## src/rtl/pipeline_hazard_scoreboard_pkg.sv

```systemverilog
// Shared types and constants for the SimpleRisc hazard scoreboard.
// Entry layout, result-ready stage codes and forward-select encoding.
package pipe_pkg;

  // Widest register index any configuration may use; narrower indices are zero-extended.
  localparam int PKG_AW      = 8;

  // Stage index at which a result becomes forwardable.
  localparam int RDY_ALU     = 2;
  localparam int RDY_LOAD    = 3;

  // Forward-select value meaning "read the register file".
  localparam int SEL_REGFILE = 0;

  typedef struct packed {
    logic              valid;
    logic              wb;
    logic [PKG_AW-1:0] dst;
    logic [2:0]        rdy;
  } entry_t;

  // Ready stages beyond the tracked depth behave as "ready at RW".
  function automatic logic [2:0] sat_rdy(input logic [2:0] r, input int depth);
    if (int'(r) > depth) return 3'(depth);
    return r;
  endfunction

endpackage

```

## src/rtl/pipeline_hazard_scoreboard_if.sv

```systemverilog
// OF-stage request / hazard-control bundle between the pipeline and the scoreboard.
// The pipeline side uses the master modport, the scoreboard the slave modport.
interface pipeline_hazard_scoreboard_if #(
  parameter int REG_AW = 4,
  parameter int SEL_W  = 2
);
  logic              of_valid;
  logic [REG_AW-1:0] of_src1;
  logic [REG_AW-1:0] of_src2;
  logic              of_src1_used;
  logic              of_src2_used;
  logic              of_wb;
  logic [REG_AW-1:0] of_dst;
  logic [2:0]        of_ready_stg;
  logic              ex_hold;
  logic              flush_in;
  logic              stall;
  logic              bubble;
  logic [SEL_W-1:0]  fwd_sel1;
  logic [SEL_W-1:0]  fwd_sel2;
  logic [SEL_W-1:0]  ex_fwd_sel1;
  logic [SEL_W-1:0]  ex_fwd_sel2;

  modport master (
    output of_valid, of_src1, of_src2, of_src1_used, of_src2_used,
           of_wb, of_dst, of_ready_stg, ex_hold, flush_in,
    input  stall, bubble, fwd_sel1, fwd_sel2, ex_fwd_sel1, ex_fwd_sel2
  );

  modport slave (
    input  of_valid, of_src1, of_src2, of_src1_used, of_src2_used,
           of_wb, of_dst, of_ready_stg, ex_hold, flush_in,
    output stall, bubble, fwd_sel1, fwd_sel2, ex_fwd_sel1, ex_fwd_sel2
  );
endinterface

```

## src/rtl/pipeline_hazard_scoreboard_src_check.sv

```systemverilog
// hazard_src_check: per-source producer match, hazard and forward select.
// Optional feature macro: HAZARD_FWD_EN (undefined = no forwarding, wait for RW).
module hazard_src_check
  import pipe_pkg::*;
#(
  parameter int DEPTH  = 3,
  parameter int REG_AW = 4,
  parameter int SEL_W  = 2
) (
  input  entry_t            ent_i [1:DEPTH],
  input  logic [REG_AW-1:0] src_i,
  input  logic              used_i,
  output logic              hazard_o,
  output logic [SEL_W-1:0]  sel_o
);

  // Youngest matching producer decides; RW producers are covered by write-through.
  always_comb begin
    logic found;
    hazard_o = 1'b0;
    sel_o    = SEL_W'(SEL_REGFILE);
    found    = 1'b0;
    for (int i = 1; i <= DEPTH; i++) begin
      if (!found && used_i && ent_i[i].valid && ent_i[i].wb &&
          ent_i[i].dst == PKG_AW'(src_i)) begin
        found = 1'b1;
        if (i != DEPTH) begin
`ifdef HAZARD_FWD_EN
          // Forward from the stage the producer will occupy next cycle.
          if (int'(ent_i[i].rdy) <= i + 1) sel_o = SEL_W'(i + 1);
          else                             hazard_o = 1'b1;
`else
          hazard_o = 1'b1;
`endif
        end
      end
    end
  end

endmodule

```

## src/rtl/pipeline_hazard_scoreboard.sv

```systemverilog
// pipeline_hazard_scoreboard: tracks in-flight destination registers after OF
// and drives stall/bubble plus EX operand forward selects.
// Optional feature macro: HAZARD_FWD_EN (forwarding; undefined = interlock to RW).
module pipeline_hazard_scoreboard
  import pipe_pkg::*;
#(
  parameter int NUM_REGS = 16,
  parameter int REG_AW   = 4,
  parameter int DEPTH    = 3,
  parameter int SEL_W    = $clog2(DEPTH + 1)
) (
  input logic                      clk,
  input logic                      reset,
  pipeline_hazard_scoreboard_if.slave bus
);

  entry_t           ent_q [1:DEPTH];
  entry_t           ent_d [1:DEPTH];
  logic [SEL_W-1:0] ex_sel1_q, ex_sel1_d;
  logic [SEL_W-1:0] ex_sel2_q, ex_sel2_d;
  logic             haz1, haz2;
  logic [SEL_W-1:0] sel1, sel2;
  logic             hazard;
  logic             issue;
  logic             wb_ok;

  hazard_src_check #(.DEPTH(DEPTH), .REG_AW(REG_AW), .SEL_W(SEL_W)) u_src1 (
    .ent_i    (ent_q),
    .src_i    (bus.of_src1),
    .used_i   (bus.of_src1_used),
    .hazard_o (haz1),
    .sel_o    (sel1)
  );

  hazard_src_check #(.DEPTH(DEPTH), .REG_AW(REG_AW), .SEL_W(SEL_W)) u_src2 (
    .ent_i    (ent_q),
    .src_i    (bus.of_src2),
    .used_i   (bus.of_src2_used),
    .hazard_o (haz2),
    .sel_o    (sel2)
  );

  // Only a real OF instruction can raise a hazard; indices beyond NUM_REGS are never tracked.
  assign hazard = bus.of_valid && (haz1 || haz2);
  assign issue  = bus.of_valid && !hazard && !bus.flush_in;
  assign wb_ok  = bus.of_wb && (int'(bus.of_dst) < NUM_REGS);

  assign bus.stall       = (hazard && !bus.flush_in) || bus.ex_hold;
  assign bus.bubble      = (hazard || bus.flush_in) && !bus.ex_hold;
  assign bus.fwd_sel1    = sel1;
  assign bus.fwd_sel2    = sel2;
  assign bus.ex_fwd_sel1 = ex_sel1_q;
  assign bus.ex_fwd_sel2 = ex_sel2_q;

  // Advance the tracked pipe unless EX holds; insert the issuing instruction at EX.
  always_comb begin
    ent_d     = ent_q;
    ex_sel1_d = ex_sel1_q;
    ex_sel2_d = ex_sel2_q;
    if (!bus.ex_hold) begin
      for (int i = DEPTH; i >= 2; i--) ent_d[i] = ent_q[i-1];
      ent_d[1]  = '0;
      ex_sel1_d = SEL_W'(SEL_REGFILE);
      ex_sel2_d = SEL_W'(SEL_REGFILE);
      if (issue) begin
        ent_d[1].valid = 1'b1;
        ent_d[1].wb    = wb_ok;
        ent_d[1].dst   = PKG_AW'(bus.of_dst);
        ent_d[1].rdy   = sat_rdy(bus.of_ready_stg, DEPTH);
        ex_sel1_d      = sel1;
        ex_sel2_d      = sel2;
      end
    end
  end

  // State register; reset clears entry valid bits and the EX selects only.
  always_ff @(posedge clk) begin
    if (reset) begin
      for (int i = 1; i <= DEPTH; i++) ent_q[i].valid <= 1'b0;
      ex_sel1_q <= '0;
      ex_sel2_q <= '0;
    end else begin
      ent_q     <= ent_d;
      ex_sel1_q <= ex_sel1_d;
      ex_sel2_q <= ex_sel2_d;
    end
  end

endmodule

```

## src/flat_wrapper.sv

```systemverilog
// flat-port wrapper written by rule: the top's interface ports become plain ports
module pipeline_hazard_scoreboard_flat import pipe_pkg::*;
#(
  parameter int NUM_REGS = 16,
  parameter int REG_AW   = 4,
  parameter int DEPTH    = 3,
  parameter int SEL_W    = $clog2(DEPTH + 1)
)
  (clk, reset, bus_of_valid, bus_of_src1, bus_of_src2, bus_of_src1_used, bus_of_src2_used, bus_of_wb, bus_of_dst, bus_of_ready_stg, bus_ex_hold, bus_flush_in, bus_stall, bus_bubble, bus_fwd_sel1, bus_fwd_sel2, bus_ex_fwd_sel1, bus_ex_fwd_sel2);
  pipeline_hazard_scoreboard_if #(.REG_AW(REG_AW), .SEL_W(SEL_W)) bus_i ();
  input logic clk;
  input logic reset;
  input wire logic [$bits(bus_i.of_valid)-1:0] bus_of_valid;
  input wire logic [$bits(bus_i.of_src1)-1:0] bus_of_src1;
  input wire logic [$bits(bus_i.of_src2)-1:0] bus_of_src2;
  input wire logic [$bits(bus_i.of_src1_used)-1:0] bus_of_src1_used;
  input wire logic [$bits(bus_i.of_src2_used)-1:0] bus_of_src2_used;
  input wire logic [$bits(bus_i.of_wb)-1:0] bus_of_wb;
  input wire logic [$bits(bus_i.of_dst)-1:0] bus_of_dst;
  input wire logic [$bits(bus_i.of_ready_stg)-1:0] bus_of_ready_stg;
  input wire logic [$bits(bus_i.ex_hold)-1:0] bus_ex_hold;
  input wire logic [$bits(bus_i.flush_in)-1:0] bus_flush_in;
  output wire logic [$bits(bus_i.stall)-1:0] bus_stall;
  output wire logic [$bits(bus_i.bubble)-1:0] bus_bubble;
  output wire logic [$bits(bus_i.fwd_sel1)-1:0] bus_fwd_sel1;
  output wire logic [$bits(bus_i.fwd_sel2)-1:0] bus_fwd_sel2;
  output wire logic [$bits(bus_i.ex_fwd_sel1)-1:0] bus_ex_fwd_sel1;
  output wire logic [$bits(bus_i.ex_fwd_sel2)-1:0] bus_ex_fwd_sel2;
  assign bus_i.of_valid = bus_of_valid;
  assign bus_i.of_src1 = bus_of_src1;
  assign bus_i.of_src2 = bus_of_src2;
  assign bus_i.of_src1_used = bus_of_src1_used;
  assign bus_i.of_src2_used = bus_of_src2_used;
  assign bus_i.of_wb = bus_of_wb;
  assign bus_i.of_dst = bus_of_dst;
  assign bus_i.of_ready_stg = bus_of_ready_stg;
  assign bus_i.ex_hold = bus_ex_hold;
  assign bus_i.flush_in = bus_flush_in;
  assign bus_stall = bus_i.stall;
  assign bus_bubble = bus_i.bubble;
  assign bus_fwd_sel1 = bus_i.fwd_sel1;
  assign bus_fwd_sel2 = bus_i.fwd_sel2;
  assign bus_ex_fwd_sel1 = bus_i.ex_fwd_sel1;
  assign bus_ex_fwd_sel2 = bus_i.ex_fwd_sel2;
  pipeline_hazard_scoreboard #(.NUM_REGS(NUM_REGS), .REG_AW(REG_AW), .DEPTH(DEPTH), .SEL_W(SEL_W)) u_core (.clk(clk), .reset(reset), .bus(bus_i));
endmodule
```

## config.mk

```make
export PLATFORM = sky130hd
export DESIGN_NAME = pipeline_hazard_scoreboard_flat
export DESIGN_NICKNAME = d
export VERILOG_FILES = /design/src/rtl/pipeline_hazard_scoreboard_pkg.sv /design/src/rtl/pipeline_hazard_scoreboard_if.sv /design/src/rtl/pipeline_hazard_scoreboard_src_check.sv /design/src/rtl/pipeline_hazard_scoreboard.sv /design/src/flat_wrapper.sv
export SDC_FILE = /design/constraint.sdc
export NUM_CORES = 1
export LEC_CHECK = 0
export CORE_MARGIN = 2
export CORE_UTILIZATION = 35
export CTS_CLUSTER_SIZE = 14
export DETAILED_ROUTE_END_ITERATION = 16
export PLACE_DENSITY = 0.71
export RECOVER_POWER = 100
export SLEW_MARGIN = 20
export SYNTH_ARGS = -nofsm -noshare
export SYNTH_HDL_FRONTEND = slang
export SYNTH_SLANG_ARGS = --single-unit
```

## constraint.sdc

```tcl
create_clock -name clk -period 2.1 [get_ports clk]
set_clock_uncertainty 0.15 [all_clocks]
set_input_delay 0.42 -clock clk [delete_from_list [all_inputs] [get_ports clk]]
set_output_delay 0.42 -clock clk [all_outputs]
set_load 0.02 [all_outputs]
```

# [After elaboration in Yosys (flattened, before gate mapping)]
# Index checks and enable logic that the tools add are counted.
[word_totals] ff_bits=20 input_bits=23 output_inout_bits=10
[classes] n_lt_le_gt_ge=1 eq_ne=4 muxes=10 bitwise_logic=2 n_reduce_logical=28
[op_table] op="8-bit by 4-bit == test with 1-bit output" count=4
[op_table] op="1-bit logical AND" count=19
[op_table] op="13-bit two-way mux" count=1
[op_table] op="1-bit two-way mux" count=7
[op_table] op="3-bit two-way mux" count=2
[op_table] op="1-bit zero test" count=5
[op_table] op="3-bit by 2-bit > comparator with 1-bit output, second input constant" count=1
[op_table] op="1-bit logical OR" count=3
[op_table] op="1-bit inverter" count=2
[op_table] op="2-bit AND reduction" count=1

# [Longest topological paths before layout]
[logic_depth] ltp_word=19 depth_mapped=6 ltp_nobuf=5

# [By module]
# Synthesis repeated with hierarchy kept, for this count alone.
[hier_totals] hier_cells=110 hier_area_um2=1388.8
[by_module_without_submodules] module="pipeline_hazard_scoreboard" n_inst=1 cells_each=70 area_per_inst_um2=1106.1 seq_area_each_um2=860.8
[by_module_without_submodules] module="hazard_src_check" n_inst=2 cells_each=20 area_per_inst_um2=141.4 seq_area_each_um2=0.0

# [Worst setup path before layout]
# Ideal clock, no wire load.
[synth_timing] path_type="register to output" start="register u_core.ent_q[31] (netlist bit)" end="output port bus_stall" arrival_time_ps=1568 required_time_ps=1530 path_slack_ps=-38 stages_incl_launch_ff=7 n_path_buf=1 cell_sequence="edfxtp_1 -> xnor2_1 -> nand4_1 -> nor4_1 -> or4_1 -> buf_6 -> a21o_1"
[synth_between] elab_chain_cells=13 word_cells_on_any_way=22
[synth_rtl] element="start: declaration" line_no="pipeline_hazard_scoreboard.sv:17" source="entry_t ent_q [1:DEPTH];"
[synth_rtl] element="start signal: assignment" line_no="pipeline_hazard_scoreboard.sv:83" source="ent_q <= ent_d;"
[synth_rtl] element="8-bit by 4-bit == test with 1-bit output" line_no="pipeline_hazard_scoreboard_src_check.sv:25" source="ent_i[i].dst == PKG_AW'(src_i)) begin"
[synth_rtl] element="1-bit logical AND" line_no="pipeline_hazard_scoreboard_src_check.sv:24" source="if (!found && used_i && ent_i[i].valid && ent_i[i].wb &&"
[synth_rtl] element="1-bit two-way mux" line_no="pipeline_hazard_scoreboard_src_check.sv:24"
[synth_rtl] element="1-bit zero test" line_no="pipeline_hazard_scoreboard_src_check.sv:24"
[synth_rtl] element="1-bit logical AND (4 in a row)" line_no="pipeline_hazard_scoreboard_src_check.sv:24"
[synth_rtl] element="1-bit two-way mux" line_no="pipeline_hazard_scoreboard_src_check.sv:24"
[synth_rtl] element="1-bit logical OR (*)" line_no="pipeline_hazard_scoreboard.sv:44" source="assign hazard = bus.of_valid && (haz1 || haz2);"
[synth_rtl] element="1-bit logical AND (*)" line_no="pipeline_hazard_scoreboard.sv:44"
[synth_rtl] element="1-bit logical AND (*)" line_no="pipeline_hazard_scoreboard.sv:48" source="assign bus.stall = (hazard && !bus.flush_in) || bus.ex_hold;"
[synth_rtl] element="1-bit logical OR (*)" line_no="pipeline_hazard_scoreboard.sv:48"
[synth_rtl] element="end: declaration" line_no="flat_wrapper.sv:23" source="output wire logic [$bits(bus_i.stall)-1:0] bus_stall;"
# Mark *: on every way between the ends. The rest lies on a longest branch, timed or not.

# [Final worst setup path]
[layout_timing] start="input port bus_of_src1_used" end="output port bus_stall"
[layout_between] elab_chain_cells=14
[layout_rtl] element="start: declaration" line_no="flat_wrapper.sv:16" source="input wire logic [$bits(bus_i.of_src1_used)-1:0] bus_of_src1_used;"
[layout_rtl] element="1-bit logical AND (3 in a row)" line_no="pipeline_hazard_scoreboard_src_check.sv:24"
[layout_rtl] element="1-bit two-way mux" line_no="pipeline_hazard_scoreboard_src_check.sv:24"
[layout_rtl] element="1-bit zero test" line_no="pipeline_hazard_scoreboard_src_check.sv:24"
[layout_rtl] element="1-bit logical AND (4 in a row)" line_no="pipeline_hazard_scoreboard_src_check.sv:24"
[layout_rtl] element="1-bit two-way mux (*)" line_no="pipeline_hazard_scoreboard_src_check.sv:24"
[layout_rtl] element="1-bit logical OR (*)" line_no="pipeline_hazard_scoreboard.sv:44"
[layout_rtl] element="1-bit logical AND (*)" line_no="pipeline_hazard_scoreboard.sv:44"
[layout_rtl] element="1-bit logical AND (*)" line_no="pipeline_hazard_scoreboard.sv:48"
[layout_rtl] element="1-bit logical OR (*)" line_no="pipeline_hazard_scoreboard.sv:48"
# Marks and branches as above.

==> summary.md <==
| Metric | Value |
|---|---|
| Crit start category | input port |
| Final wirelength | 1.46 mm |
| Post-Synthesis Cells | 69 |
| RR Startpoint | u_core.ent_q[19] |
| CTS tree | built |
| Io pins | 33 |
| Nets | 123 |
| Hold buffers post-CTS | 0 |
| Registers with the most flip-flops | u_core.ent_q x12 |
| Ys Warns | 0 |
| Clk slew on worst S/H paths | 60 ps |
| Flop2flop setup slack | 120 ps |
| Top cells by count, synth | xor2_1 (12), edfxtp_1 (10), buf_4 (8) |
| Hold Crit Class | flop to flop |
| Die footprint | 2540 µm² |
| Starting Density | 0.376 |
| Met3 wire length | 105 µm |
| Finished Core Util | 0.515 |
| Final setup fails | 2 |
| # DRC | 0 |
| P_leak | 0.443 nW |
| Top layer reached by signal wires | met4 |
| Clock buffer depth | 2 |
| Global Route Usage Sum | 0.123 |
| FILL cells | 190 |
| M1 WL | 662 µm |
| Clock latency on the worst-skew pair | 270 ps |
| Leading area contributor after synthesis | edfxtp_1 |
| Drt pass-1 iters | 4 |
| Fmax | 405 MHz |
| Mapped Avg Cell Area | 10.9 µm² |
| Setup CP Type | input port to primary output |
| Wire length on met2 | 657 µm |
| Final Hold Viols | 0 |
| Worst vdd ir | 0.000268 V |
| Worst Reg-to-Reg Cells | 5 |
| Sinks on Clock Net | 12 |
| H-tree depth | 1 |
| GRT overflow | 0 |
| Routability cong. | 0.751 |
| Core region area | 2000 µm² |
| Synthesis-to-layout area growth | 37.1% |
| PortBufs | 21 |
| First-pass GRT wire length | 2.23 mm |
| Post-Syn Area | 752 µm² |
| Final min period | 2470 ps |
| Layout cells sized above 1 | 0.172 |
| Vias in the first global route | 543 |
| Clock Tree Root | clkbuf_4 |
| Critical path peak fanout | 2 |
| Max FFs per register | 12 |
| Total CTS buffers | 3 |
| Initial antenna violation count | 0 |
| Hpwl dp | 1.12 mm |
| WHS Endpoint | u_core.ent_q[24] |
| Worst path required time | 1530 ps |
| Crit Reg-Reg Endpoint | u_core.ent_q[32] |
| Die outline width | 50.4 µm |
| CP endpoint kind | primary output |
| DIE HEIGHT | 50.4 µm |
| Final period util | 1.18 |
| Hold Path Depth | 0 |
| Most frequent cell after synthesis | xor2_1 |
| Failing checks | negative setup slack |
| Arrival time at the worst endpoint | 1900 ps |
| RSZ-0062 raised after global routing | true |
| Top-area cell type share of the netlist area | 0.399 |
| Setup WS pre-CTS | -952 ps |
| P per Cell Area | 495 nW/µm² |
| Status | complete, but fails checks |
| EDFF count, synth | 10 |
| Yosys cell types | 19 |
| DRT antenna net count | 0 |
| Async SR Flop Fraction | 0 |
| Top area cells in the synthesized netlist | edfxtp_1 (40%), xor2_1 (14%), buf_4 (8.0%), nor3_2 (6.7%), dfxtp_1 (5.3%) |
| FF+latch count, synth | 12 |
| Rows | 16 |
| Ant diodes | 0 |
| Max Slew Vio Count | 0 |
| Hold path start | u_core.ent_q[37] |
| Pin count of the biggest net entering global routing | 8 |
| Mean number of vias per cell | 4.54 |
| Via count | 572 |
| Main synth FF type | edfxtp_1 |
| PnR worst setup slack | -372 ps |
| DRT iter0 DRCs | 7 |
| Routed len/inst | 11.5 µm |
| # Max-Cap Violations | 0 |
| Top reg by flops | u_core.ent_q |
| Seq/Total Area, Yosys | 0.453 |
==> per-layer routing <==
metal | vias to the layer above | track usage
li1 | 284 | -
met1 | 257 | 0.147
met2 | 27 | 0.195
met3 | 4 | 0.0298
met4 | 0 | 0.0811
met5 | - | 0
==> per-stage QoR <==
| stage | instance area (µm²) | instances | total power, mW | hold WS (ps) | TNS, ps |
|---|---|---|---|---|---|
| CTS | 1050 | 126 | 0.519 | 358 | -593 |
| detailed placement | 996 | 121 | 0.381 | 343 | -3540 |
| finish | 1030 | 126 | 0.510 | 362 | -588 |
| global placement | 996 | 121 | 0.379 | 324 | -3400 |
| global route | 1030 | 126 | 0.541 | 369 | -728 |
| floorplan | 778 | 76 | 0.332 | 301 | -38.1 |
==> report_power, final <==
group | total, mW | switching [mW] | internal, mW
combinational | 0.102 | 0.0525 | 0.0491
clock | 0.138 | 0.0691 | 0.0688
sequential | 0.271 | 0.00566 | 0.265
total | 0.510 | 0.127 | 0.383
==> worst max-delay path, cell delays in order <==
cell and delay [ps]:
clkdlybuf4s50_1 430, nand4_1 140, nor4_2 70, or4_4 530, a21o_1 180, buf_6 130
==> cell families after synthesis <==
| logic type | share of synthesized area |
|---|---|
| mux | 0.0133 |
| simple gates | 0.168 |
| other cells | 0.00499 |
| flops | 0.453 |
| buf+inv | 0.130 |
| compound gates | 0.0449 |
| xor+xnor | 0.186 |
==> placed cells by master (no fill, tap or decap) <==
| cell | count |
|---|---|
| a21o_1 | 1 |
| a21oi_1 | 1 |
| buf_4 | 5 |
| buf_6 | 1 |
| clkbuf_1 | 2 |
| clkbuf_4 | 4 |
| clkdlybuf4s50_1 | 10 |
| clkinv_1 | 1 |
| conb_1 | 8 |
| dfxtp_1 | 2 |
| dlygate4sd2_1 | 8 |
| dlymetal6s2s_1 | 1 |
| edfxtp_1 | 10 |
| inv_1 | 7 |
| mux2i_1 | 1 |
| nand2_1 | 3 |
| nand4_1 | 4 |
| nor2_1 | 2 |
| nor3_1 | 4 |
| nor3_2 | 1 |
| nor4_2 | 3 |
| nor4_4 | 1 |
| o22ai_2 | 1 |
| o41ai_1 | 1 |
| or4_4 | 1 |
| xnor2_1 | 4 |
| xor2_1 | 12 |
==> worst max path at each step <==
stage | end | start | slack [ps] | cells after the start
after global placement | bus_stall | bus_of_src1[3] | -940 | 6
after CTS | bus_stall | u_core.ent_q[31] | -380 | 6
after global routing | bus_stall | u_core.ent_q[18] | -410 | 6
after detailed placement | bus_stall | bus_of_src1[2] | -950 | 7
final | bus_stall | bus_of_src1_used | -370 | 6
after floorplan | bus_stall | u_core.ent_q[31] | -40 | 6
==> final cells by class <==
cell class / count / area, µm² / share of cell area
clock inverters: 1 / 3.75 / 0.00364
multi-input cells: 48 / 358 / 0.347
repair buffers: 28 / 246 / 0.239
flip-flops and latches: 12 / 340 / 0.330
inverters: 7 / 26.3 / 0.0255
clock buffers: 3 / 22.5 / 0.0218
well taps: 27 / 33.8 / 0.0328
==> what timing repair did <==
action,4_1_cts,5_1_grt
setup endpoints to repair,7,2
cloned,0,0
setup buffers,1,0
pin swaps,13,9
resized for setup,24,2
Note: power is estimated with default switching activity, not from simulation.
==> patch (same flow settings) <==
The option `HAZARD_FWD_EN` is turned on by a define.
--- a/src/rtl/pipeline_hazard_scoreboard_src_check.sv
+++ b/src/rtl/pipeline_hazard_scoreboard_src_check.sv
@@ -1,4 +1,6 @@
 // hazard_src_check: per-source producer match, hazard and forward select.
 // Optional feature macro: HAZARD_FWD_EN (undefined = no forwarding, wait for RW).
+`define HAZARD_FWD_EN
+
 module hazard_src_check
   import pipe_pkg::*;
Formal check against the unedited RTL: not equivalent (Yosys sat finds a counterexample within 4 cycles, from zero or initial values and one cycle with reset high).
==> patch against the unedited design <==
  * The run ends with design-rule violations, negative setup slack left
  * Setup slack got worse by 0.27 ns
  * Sequential cell count rose by 8
  * Clock power rose by 35%
  * Utilization rose by 13 points
  * Highest routed layer unchanged
  * Non-clock buffer count rose by 28
  * Final area rose by 75%
  * Critical path type is now reg2out
  * Synthesized area rose by 39%
  * Total power rose by 57%
  * Sequential share of layout area fell by 3.0 points
  * Wire length rose by 82%
==> patch: results (changes against the unedited design) <==
* Total half-perimeter wirelength after legalization and detailed placement: 1933 µm (+73%)
- The global-route wire length before repair is 4140 µm (+86%).
- Number of global-route vias before repair: 938 (+73%)
- The number of DRC violations after detailed routing was 1 (+1).
- The met3 usage was 2.418% (-0.56 points).
* Sequential element share of the synthesized area: 51.55% (+6.3 points)
- The number of standard cells in the layout, taps in and fillers out is 179 (+42%).
- Leakage power of the design: 0.6674 nW (+51%)
- The number of nets in the layout came to 172 (+40%).
- Area contributors post-synth: edfxtp_1, dfxtp_1, xor2_1
- The signal arrival time at the worst endpoint was 2.17 ns (+0.27 ns).
- The global routing met2 resource utilization came to 28.89% (+9.4 points).
- The share of synthesized registers carrying an async set or reset came to 0% (unchanged).
* Number of H-tree branching levels: 1 (unchanged)
- The delay contributed by the slowest stage of the critical path was 0.56 ns (+0.03 ns).
* Final Routed Wirelength: 2644 µm (+82%)
- Max reg flops: 16 (+4)
* Average instance area after synthesis: 11.78 µm² (+8.1%)
- The flow ran to the end, but the final reports show violations.
* Met1 track demand over resource in global routing: 18.91% (+4.2 points)
* Count of flip-flops with a built-in enable after synthesis: 14 (+4)
* Leading cell types by count after synthesis: edfxtp_1, xor2_1, nand2_1
- Number of distinct library cell variants in the gate-level netlist after synthesis: 30 (+11)
- Worst-Skew Late Latency: 0.29 ns (+0.02 ns)
- The cell sitting at the root of the clock tree is a clkbuf_4.
* Placer Congestion: 0.8502 (+13%)
- In this run the worst hold path is classified as reg2reg.
- The initial antenna violation count was 0 (unchanged).
* Global Route Usage Sum: 16.08% (+3.8 points)
* Count of port buffers added during placement: 32 (+52%)
- Ratio of cells with drive above 1 in the final layout: 41.22% (+24 points)
* Initial drt markers: 16 (+9)
- The total number of vias was 899 (+57%).
- Fraction of synthesized cell area taken by the top area cell type: 40.10% (+0.16 points)
* Post-CTS clock slew at the launch and capture registers of the worst setup and hold paths: 0.11 ns (+0.05 ns)
- Count of yosys warnings during synthesis: 0 (unchanged)
* Pin count of the biggest net entering global routing: 18 (+10)
* Final-layout fill cell count: 220 (+16%)
- The worst ir drop on vdd was 0.3188 mV (+19%).
- The final count of negative-setup-slack endpoints came to 16 (+14).
- CTS buffer count: 3 (unchanged)
* Sink Count: 20 (+8)
- Diode count: 0 (unchanged)
* Number of iterations in the first detailed-routing pass: 10 (+6)
- The final reports fail on design-rule violations, negative setup slack.
- Max FO, Critical Path: 3 (+1)
- The number of maximum-capacitance constraint violations came to 0 (unchanged).
- Worst Slack Setup Final: -0.6384 ns (-0.2669 ns)
- Maximum buffer depth of the clock tree: 2 (unchanged)
- u_core.ent_q holds more flip-flops than any other register.
* Highest-delay cell along the critical path: or4_4
* Net count after synthesis: 112
## patch: cell count changes after synthesis, moves of 3 or more
cell and delta:
buf_4 -8, inv_1 -6, nand2_1 +6, and2_1 +5, nor3_2 -5, dfxtp_1 +4
edfxtp_1 +4, nor2_1 +4, nor4_1 -4, o21ai_1 +3
## patch: layout make-up
type | instances | share of cell area [%]
Clock buffer | 4 | 1.460
Inverter | 1 | 0.2086
Multi-Input combinational cell | 67 | 38.25
Sequential cell | 20 | 30.04
Tap cell | 31 | 2.156
Timing Repair Buffer | 56 | 27.89
## patch: worst paths after layout
check / start / to / slack (ns) / cells after the start
max: u_core.ent_q[17] / bus_fwd_sel2[1] / -0.64 / 6
min reg2reg: u_core.ent_q[28] / u_core.ent_q[15] / 0.32 / 0
max reg2reg: u_core.ent_q[29] / u_core.ent_q[27] / -0.30 / 8
min: u_core.ent_q[28] / u_core.ent_q[15] / 0.32 / 0
## patch: logic make-up (layout without fill, tap and decap cells)
kind of cell	after synthesis	in the layout	synth area share, %
buffers and inverters	2	61	0.7153
AO/OA/AOI/OAI	16	16	12.53
AND/OR/NAND/NOR	33	33	20.52
multiplexers	1	1	0.9547
flip-flops	20	20	51.55
other	1	1	0.3577
XOR/XNOR	16	16	13.36
## patch: worst max-delay path, delay by kind of cell, from the launching register on
family,cells,cell delay (ns)
AND/OR/NAND/NOR,2,0.86
flip-flops,1,0.44
buffers and inverters,2,0.29
AO/OA/AOI/OAI,1,0.15
XOR/XNOR,1,0.14
## patch: repair_timing
action                                  CTS  global route
hold buffers                              0             0
endpoints found under the setup margin   18            18
setup buffers                             6             5
gates resized for setup                  60            12
hold endpoints to repair                  0             0
pin swaps                                21            15
gates cloned                              1             0
## patch: metal layers
layer  wire length, µm  vias to the layer above
met5                 0                        -
met4                61                        0
met3               101                        8
met2              1407                       26
met1              1073                      431
li1                  -                      434
## patch: per-stage QoR
step                power [mW]  setup TNS, ns  setup WS, ns  cell area (µm²)  util [%]
CTS                     0.8005         -4.741       -0.6198             1719     61.28
global route            0.8386         -7.652       -0.7011             1799     64.14
global placement        0.5990         -13.39        -1.161             1593     56.78
floorplan               0.5170        -0.3885       -0.1168             1117         -
detailed placement      0.6033         -14.01        -1.168             1593     56.78
finish                  0.8024         -6.040       -0.6384             1799     64.14
## patch: report_power, final
part / switching [mW] / total (mW) / internal (mW)
Sequential: 0.0125 / 0.452 / 0.439
Combinational: 0.0735 / 0.164 / 0.0910
Clock: 0.112 / 0.186 / 0.0739
